<file path="src/rtl/clock_set_ctrl.sv">
// clock_set_ctrl: edit-mode sequencer for the century clock; issues adjust strobes, blink and commit.
// Optional idle auto-exit to RUN is compiled in with `define SET_TIMEOUT_EN.
module clock_set_ctrl #(
    parameter int CLK_HZ    = 50_000_000,
    parameter int BLINK_HZ  = 2,
    parameter int TIMEOUT_S = 10
) (
    input  logic       clk,
    input  logic       rst,
    input  logic       mode_p,
    input  logic       inc_p,
    input  logic       dec_p,
    output logic       run_en,
    output logic [2:0] field_sel,
    output logic       adj_inc,
    output logic       adj_dec,
    output logic       blink,
    output logic       commit
);
    localparam int HALF = CLK_HZ / (2 * BLINK_HZ);
    localparam int BW   = HALF > 1 ? $clog2(HALF) : 1;

    typedef enum logic [2:0] {
        RUN      = 3'd0,
        SET_SEC  = 3'd1,
        SET_MIN  = 3'd2,
        SET_HOUR = 3'd3,
        SET_DAY  = 3'd4,
        SET_MON  = 3'd5,
        SET_YEAR = 3'd6
    } state_t;

    state_t        state_q, state_d;
    logic          adj_inc_q, adj_inc_d, adj_dec_q, adj_dec_d;
    logic          blink_q, blink_d, commit_q, commit_d;
    logic [BW-1:0] bcnt_q, bcnt_d;
    logic          editing, inc_ok, dec_ok, entry, bcnt_end, timeout;

    assign editing = state_q != RUN;
    // mode_p wins over inc/dec; simultaneous inc+dec cancel each other
    assign inc_ok  = editing && inc_p && !dec_p && !mode_p;
    assign dec_ok  = editing && dec_p && !inc_p && !mode_p;

`ifdef SET_TIMEOUT_EN
    localparam int PW = CLK_HZ > 1 ? $clog2(CLK_HZ) : 1;
    localparam int IW = TIMEOUT_S > 1 ? $clog2(TIMEOUT_S) : 1;
    logic [PW-1:0] presc_q, presc_d;
    logic [IW-1:0] idle_q, idle_d;
    logic          any_p, wrap;
    always_comb begin
        any_p   = mode_p | inc_p | dec_p;
        wrap    = presc_q == PW'(CLK_HZ - 1);
        timeout = editing && !any_p && wrap && idle_q == IW'(TIMEOUT_S - 1);
        presc_d = (!editing || any_p || wrap) ? '0 : presc_q + PW'(1);
        idle_d  = (!editing || any_p) ? '0 : wrap ? idle_q + IW'(1) : idle_q;
    end
    always_ff @(posedge clk) begin
        if (rst) begin
            presc_q <= '0;
            idle_q  <= '0;
        end else begin
            presc_q <= presc_d;
            idle_q  <= idle_d;
        end
    end
`else
    logic unused_timeout;
    assign unused_timeout = TIMEOUT_S > 0;
    assign timeout        = 1'b0;
`endif

    always_comb begin
        state_d = state_q;
        if (mode_p)
            state_d = state_q == SET_YEAR ? RUN : state_t'(state_q + 3'd1);
        else if (timeout)
            state_d = RUN;
        adj_inc_d = inc_ok;
        adj_dec_d = dec_ok;
        commit_d  = editing && state_d == RUN;
        entry     = state_d != RUN && state_d != state_q;
        bcnt_end  = bcnt_q == BW'(HALF - 1);
        // field is forced visible when entered or adjusted, so the user sees the change
        blink_d   = state_d == RUN ? 1'b0 : (entry || inc_ok || dec_ok) ? 1'b1 : bcnt_end ? !blink_q : blink_q;
        bcnt_d    = (state_d == RUN || entry || inc_ok || dec_ok || bcnt_end) ? '0 : bcnt_q + BW'(1);
    end

    always_ff @(posedge clk) begin
        if (rst) begin
            state_q   <= RUN;
            adj_inc_q <= 1'b0;
            adj_dec_q <= 1'b0;
            blink_q   <= 1'b0;
            commit_q  <= 1'b0;
            bcnt_q    <= '0;
        end else begin
            state_q   <= state_d;
            adj_inc_q <= adj_inc_d;
            adj_dec_q <= adj_dec_d;
            blink_q   <= blink_d;
            commit_q  <= commit_d;
            bcnt_q    <= bcnt_d;
        end
    end

    assign field_sel = state_q;
    assign run_en    = state_q == RUN;
    assign adj_inc   = adj_inc_q;
    assign adj_dec   = adj_dec_q;
    assign blink     = blink_q;
    assign commit    = commit_q;
endmodule

</file>
<file path="config.mk">
export PLATFORM = sky130hd
export DESIGN_NAME = clock_set_ctrl
export DESIGN_NICKNAME = d
export VERILOG_FILES = /design/src/rtl/clock_set_ctrl.sv
export SDC_FILE = /design/constraint.sdc
export NUM_CORES = 1
export LEC_CHECK = 0
export CELL_PAD_IN_SITES_DETAIL_PLACEMENT = 1
export CELL_PAD_IN_SITES_GLOBAL_PLACEMENT = 1
export CORE_UTILIZATION = 42
export DETAILED_ROUTE_END_ITERATION = 10
export GPL_TIMING_DRIVEN = 1
export PLACE_DENSITY = 0.82
export SETUP_SLACK_MARGIN = 0.1
export SYNTH_ARGS = -nofsm -noshare
export SYNTH_HDL_FRONTEND = slang
export SYNTH_SLANG_ARGS = --single-unit
</file>
<file path="constraint.sdc">
create_clock -name clk -period 2.63 [get_ports clk]
set_clock_uncertainty 0.2 [all_clocks]
set_input_delay 0.3945 -clock clk [delete_from_list [all_inputs] [get_ports clk]]
set_output_delay 0.3945 -clock clk [all_outputs]
set_load 0.05 [all_outputs]
</file>
Yosys cells after proc, flatten, opt, wreduce, memory -nomap -nowiden
Cells that the tools add are included.
W data, S select, Z words.
- register bits: 31
- output and inout bits: 8
- add/sub/neg operators: 2
- equality and inequality tests: 3
- mux-type cells: 4
- reductions and logical operators: 25
- operators by type and width (kind ; count):
    $add A24 B1 Y24 const B ; 1
    $eq A24 B24 Y1 const B ; 1
    $logic_and A1 B1 Y1 ; 8
    $logic_not A3 Y1 ; 2
    $logic_or A1 B1 Y1 ; 6
    $mux W3 ; 2
    $reduce_bool A3 Y1 ; 2
    $logic_not A1 Y1 ; 4
    $reduce_or A2 Y1 ; 2
    $add A3 B1 Y3 const B ; 1
    $eq A3 B3 Y1 const B ; 1
    $ne A3 B3 Y1 ; 1
    $mux W1 ; 2
    $reduce_bool A2 Y1 ; 1

Depth between registers and ports, before layout
- depth in word-level cells: 10
- depth in mapped cells: 7

Least setup slack after synthesis
OpenSTA, ideal clock, no wires.
- kind: reg-to-reg
- from: reg state_q[1], in the netlist field_sel[1]
- to: reg bcnt_q[11]
- setup time: 128 ps
- data arrival time: 2531 ps
- setup slack: -229 ps
- stages on the path, launching flop included: 7
- path buffers: 2
- clock period less this slack: 2859 ps
- path through: dfxtp_1 clkbuf_1 nor3_1 nor4_1 o21ai_1 clkbuf_1 nor2_1
- longest elaborated chain between the ends: 10
- elaborated cells between the ends (all ways): 20
- RTL lines (item ; line ; RTL):
    from (decl) ; 33 ; state_t state_q, state_d;
    from (signal assigned) ; 97 ; state_q <= state_d;
    $add A3 B1 Y3 / $eq A3 B3 Y1 (equally long branches) ; 75 ; state_d = state_q == SET_YEAR ? RUN : state_t'(state_q + 3'd1);
    $mux W3 ; 75 ;
    $mux W3 ; 74 ; if (mode_p)
    $ne A3 B3 Y1 / $reduce_bool A3 Y1 (equally long branches) ; 81 ; entry = state_d != RUN && state_d != state_q;
    $logic_and A1 B1 Y1 ; 81 ;
    $logic_or A1 B1 Y1 (2 in a row) ; 85 ; bcnt_d = (state_d == RUN || entry || inc_ok || dec_ok || bcnt_end) ? '0 : bcnt_q + BW'(1);
    $logic_or A1 B1 Y1 * (2 in a row) ; 85 ;
    $reduce_or A2 Y1 (no line) * ; n/a ;
    to (signal assigned) ; 102 ; bcnt_q <= bcnt_d;
    to (decl) ; 36 ; logic [BW-1:0] bcnt_q, bcnt_d;
Mark *: on every way between the ends. The rest lies on a longest branch, timed or not.
A chain may end at the register's enable or synchronous reset.

Final worst setup path
- from: reg state_q[2], in the netlist field_sel[2]
- to: out run_en
- longest elaborated chain between the ends: 1
- RTL lines (item ; line ; RTL):
    $logic_not A3 Y1 ; 107 ; assign run_en = state_q == RUN;
    to (decl) ; 13 ; output logic run_en,
No other way between the ends.

==> run metrics <==
outcome=complete, no violations; clock sink count=31; Synth area leaders=dfxtp_1 (44%), xor2_1 (5.5%), nor2_1 (5.0%), nand4_1 (4.0%), a21oi_1 (3.9%); core footprint=3130 um2; Slew HR=64.9%; final hold viol count=0; vias in the first global route=1,173; met3 Resource Use GR=4.55%; max-slew violation count=0; Hold Path Class=flop to flop; Worst setup EP type=output pin; max-cap viol count=0; Synth top cells by count=dfxtp_1 (31), nor2_1 (19), a21oi_1 (11); Num CTS Buffers=5; Iter 0 DRT Violations=60; RSZ-0062 raised after global routing=no; DR vias=1,240; Mapped Cells=165; GRT overflow=0; num rows=20; Final ANT Viol Nets=0; pre-CTS setup slack=348 ps; setup violators final=0; total global-route track usage=20.9%; first-pass GRT wire length=5.43 mm; PwrDens=530 nW/um2; Arr. time, crit path=1860 ps; wire length per cell=15.8 um; Initial DRT Pass Iterations=4; HPWL after DPL=2.48 mm; Top FF cell, synth=dfxtp_1; H-tree levels=2; hold buffer count at CTS=0; slack of the worst reg-to-reg path=330 ps; met1 Usage GRT=24.4%; met2 Track Usage GR=35.9%; # resized after CTS=0; residual DRC count=0; largest area contributor in the netlist=dfxtp_1; clk buf depth=2; area grow syn2layout=15.3%; top-count cell post-synth=dfxtp_1; warnings from Yosys=0; PortBufs=12; Synth async-reset ratio=0%; clk_lat worst skew=330 ps; clock slew at reported path FFs=100 ps; Vias/cell=5.61; CTS tree=done; fin nets=182; setup repair bufs after CTS=0; reg2reg start=bcnt_q[0]; fmax=407 MHz; largest net degree at the start of global routing=25; die area=3630 um2; start point of the worst hold path=bcnt_q[21]; Netlist Area Pre-Place=1420 um2; Post-synth EDFFs=0; final period demand of the worst path=2460 ps; CP max FO=9; total power draw=870 uW; maximum VDD drop=0.000416 V; Placed Cells=213; distinct cell type count after synthesis=32; GP Congestion=0.768; I/O pin count=13; reg2reg path depth=5; DRT Wirelength=3.50 mm; diode count=0; DIE WIDTH=60.2 um; TNS Setup=0 ps; static leakage=0.489 nW; Crit Path Class=flop to output pin; data required time of the critical path=2040 ps; share of cells above drive strength 1=6.78%; WHS Endpoint=bcnt_q[21]; GRT busiest layer=met2; fin crit share=93.4%; reg2reg end=bcnt_q[18]; critical path launch point type=flop; Hold Path Stages=2; final std cells w/o fill=221; clock root cell=clkbuf_4; Final WS setup=173 ps; starting density of the core=45.5%; Die Y-Extent=60.2 um; register area share after synthesis=43.6%; Synth Net Count=171; #FFs+latches synth=31; initial antenna violation count=0; Yosys top cell area share=43.6%; worst-margin pin slew=521 ps; syn avg cell area=8.63 um2
==> report_power, final <==
group	internal [mW]	switching, mW
sequential	0.474	0.00789
clock	0.157	0.162
combinational	0.0253	0.0434
total	0.657	0.213
==> registers in the layout, summed over array words and instances (netlist names) <==
name       count
adj_dec        1
adj_inc        1
bcnt_q        24
blink          1
commit         1
field_sel      3
==> stage by stage <==
step                      hold slack (ps)  utilization (%)  area [um2]
final                                 289             52.5        1640
after global routing                  321             52.5        1640
after CTS                             297             52.5        1640
after detailed placement              283             50.3        1570
after global placement                275             50.3        1570
after floorplan                       247                -        1430
==> critical path, cell delays in order, from the launching register on <==
cell and delay (ps):
dfxtp_1 400, nor3_2 280, clkdlybuf4s50_1 850
==> kinds of logic (layout without fill, tap and decap cells) <==
logic type / after synthesis / count (layout) / share of synthesized area, %
AO/OA/AOI/OAI: 24 / 24 / 8.96
XOR/XNOR: 15 / 15 / 9.23
adder cells (fa/ha/maj): 1 / 1 / 0.879
buffers and inverters: 13 / 25 / 3.78
flip-flops: 31 / 31 / 43.6
multiplexers: 1 / 1 / 0.703
AND/OR/NAND/NOR: 80 / 80 / 32.9
==> how the worst max path moves through the flow <==
stage	startpoint	to	slack (ps)	cells past startpoint
2_1_floorplan	field_sel[1]	bcnt_q[11]	250	6
3_3_place_gp	bcnt_q[0]	bcnt_q[20]	480	5
3_5_place_dp	bcnt_q[0]	bcnt_q[20]	350	5
4_1_cts	field_sel[2]	run_en	170	2
5_1_grt	field_sel[2]	run_en	130	2
6_report	field_sel[2]	run_en	170	2
==> layout by cell type (no fill, tap or decap), types with 2 or more instances in the layout <==
master / n
a21oi_1: 11
xor2_1: 9
and3_1: 2
clkbuf_4: 5
nor3b_1: 7
nor2_1: 19
o21ai_0: 6
clkdlybuf4s50_1: 12
xnor2_1: 6
or4_1: 3
nand4_1: 9
nor4b_1: 2
nor3_1: 2
nor4_1: 3
nand3_1: 8
inv_1: 4
and4_1: 3
nand2_1: 8
clkbuf_8: 2
dfxtp_1: 31
or3_1: 8
o21ai_1: 4
==> cell type report <==
class | count | area [um2]
Multi-Input combinational cell | 121 | 754
Inverter | 4 | 15.0
Clock buffer | 8 | 68.8
Sequential cell | 31 | 621
Fill cell | 381 | 1490
Tap cell | 44 | 55.1
Timing Repair Buffer | 13 | 128
==> layer usage <==
layer  part of all wire, %  routed length, um
met1                    43               1510
met2                    53               1840
met3                   2.8                 98
met4                   1.4                 50
met5                     0                  0
(Power assumes the default switching activity.)
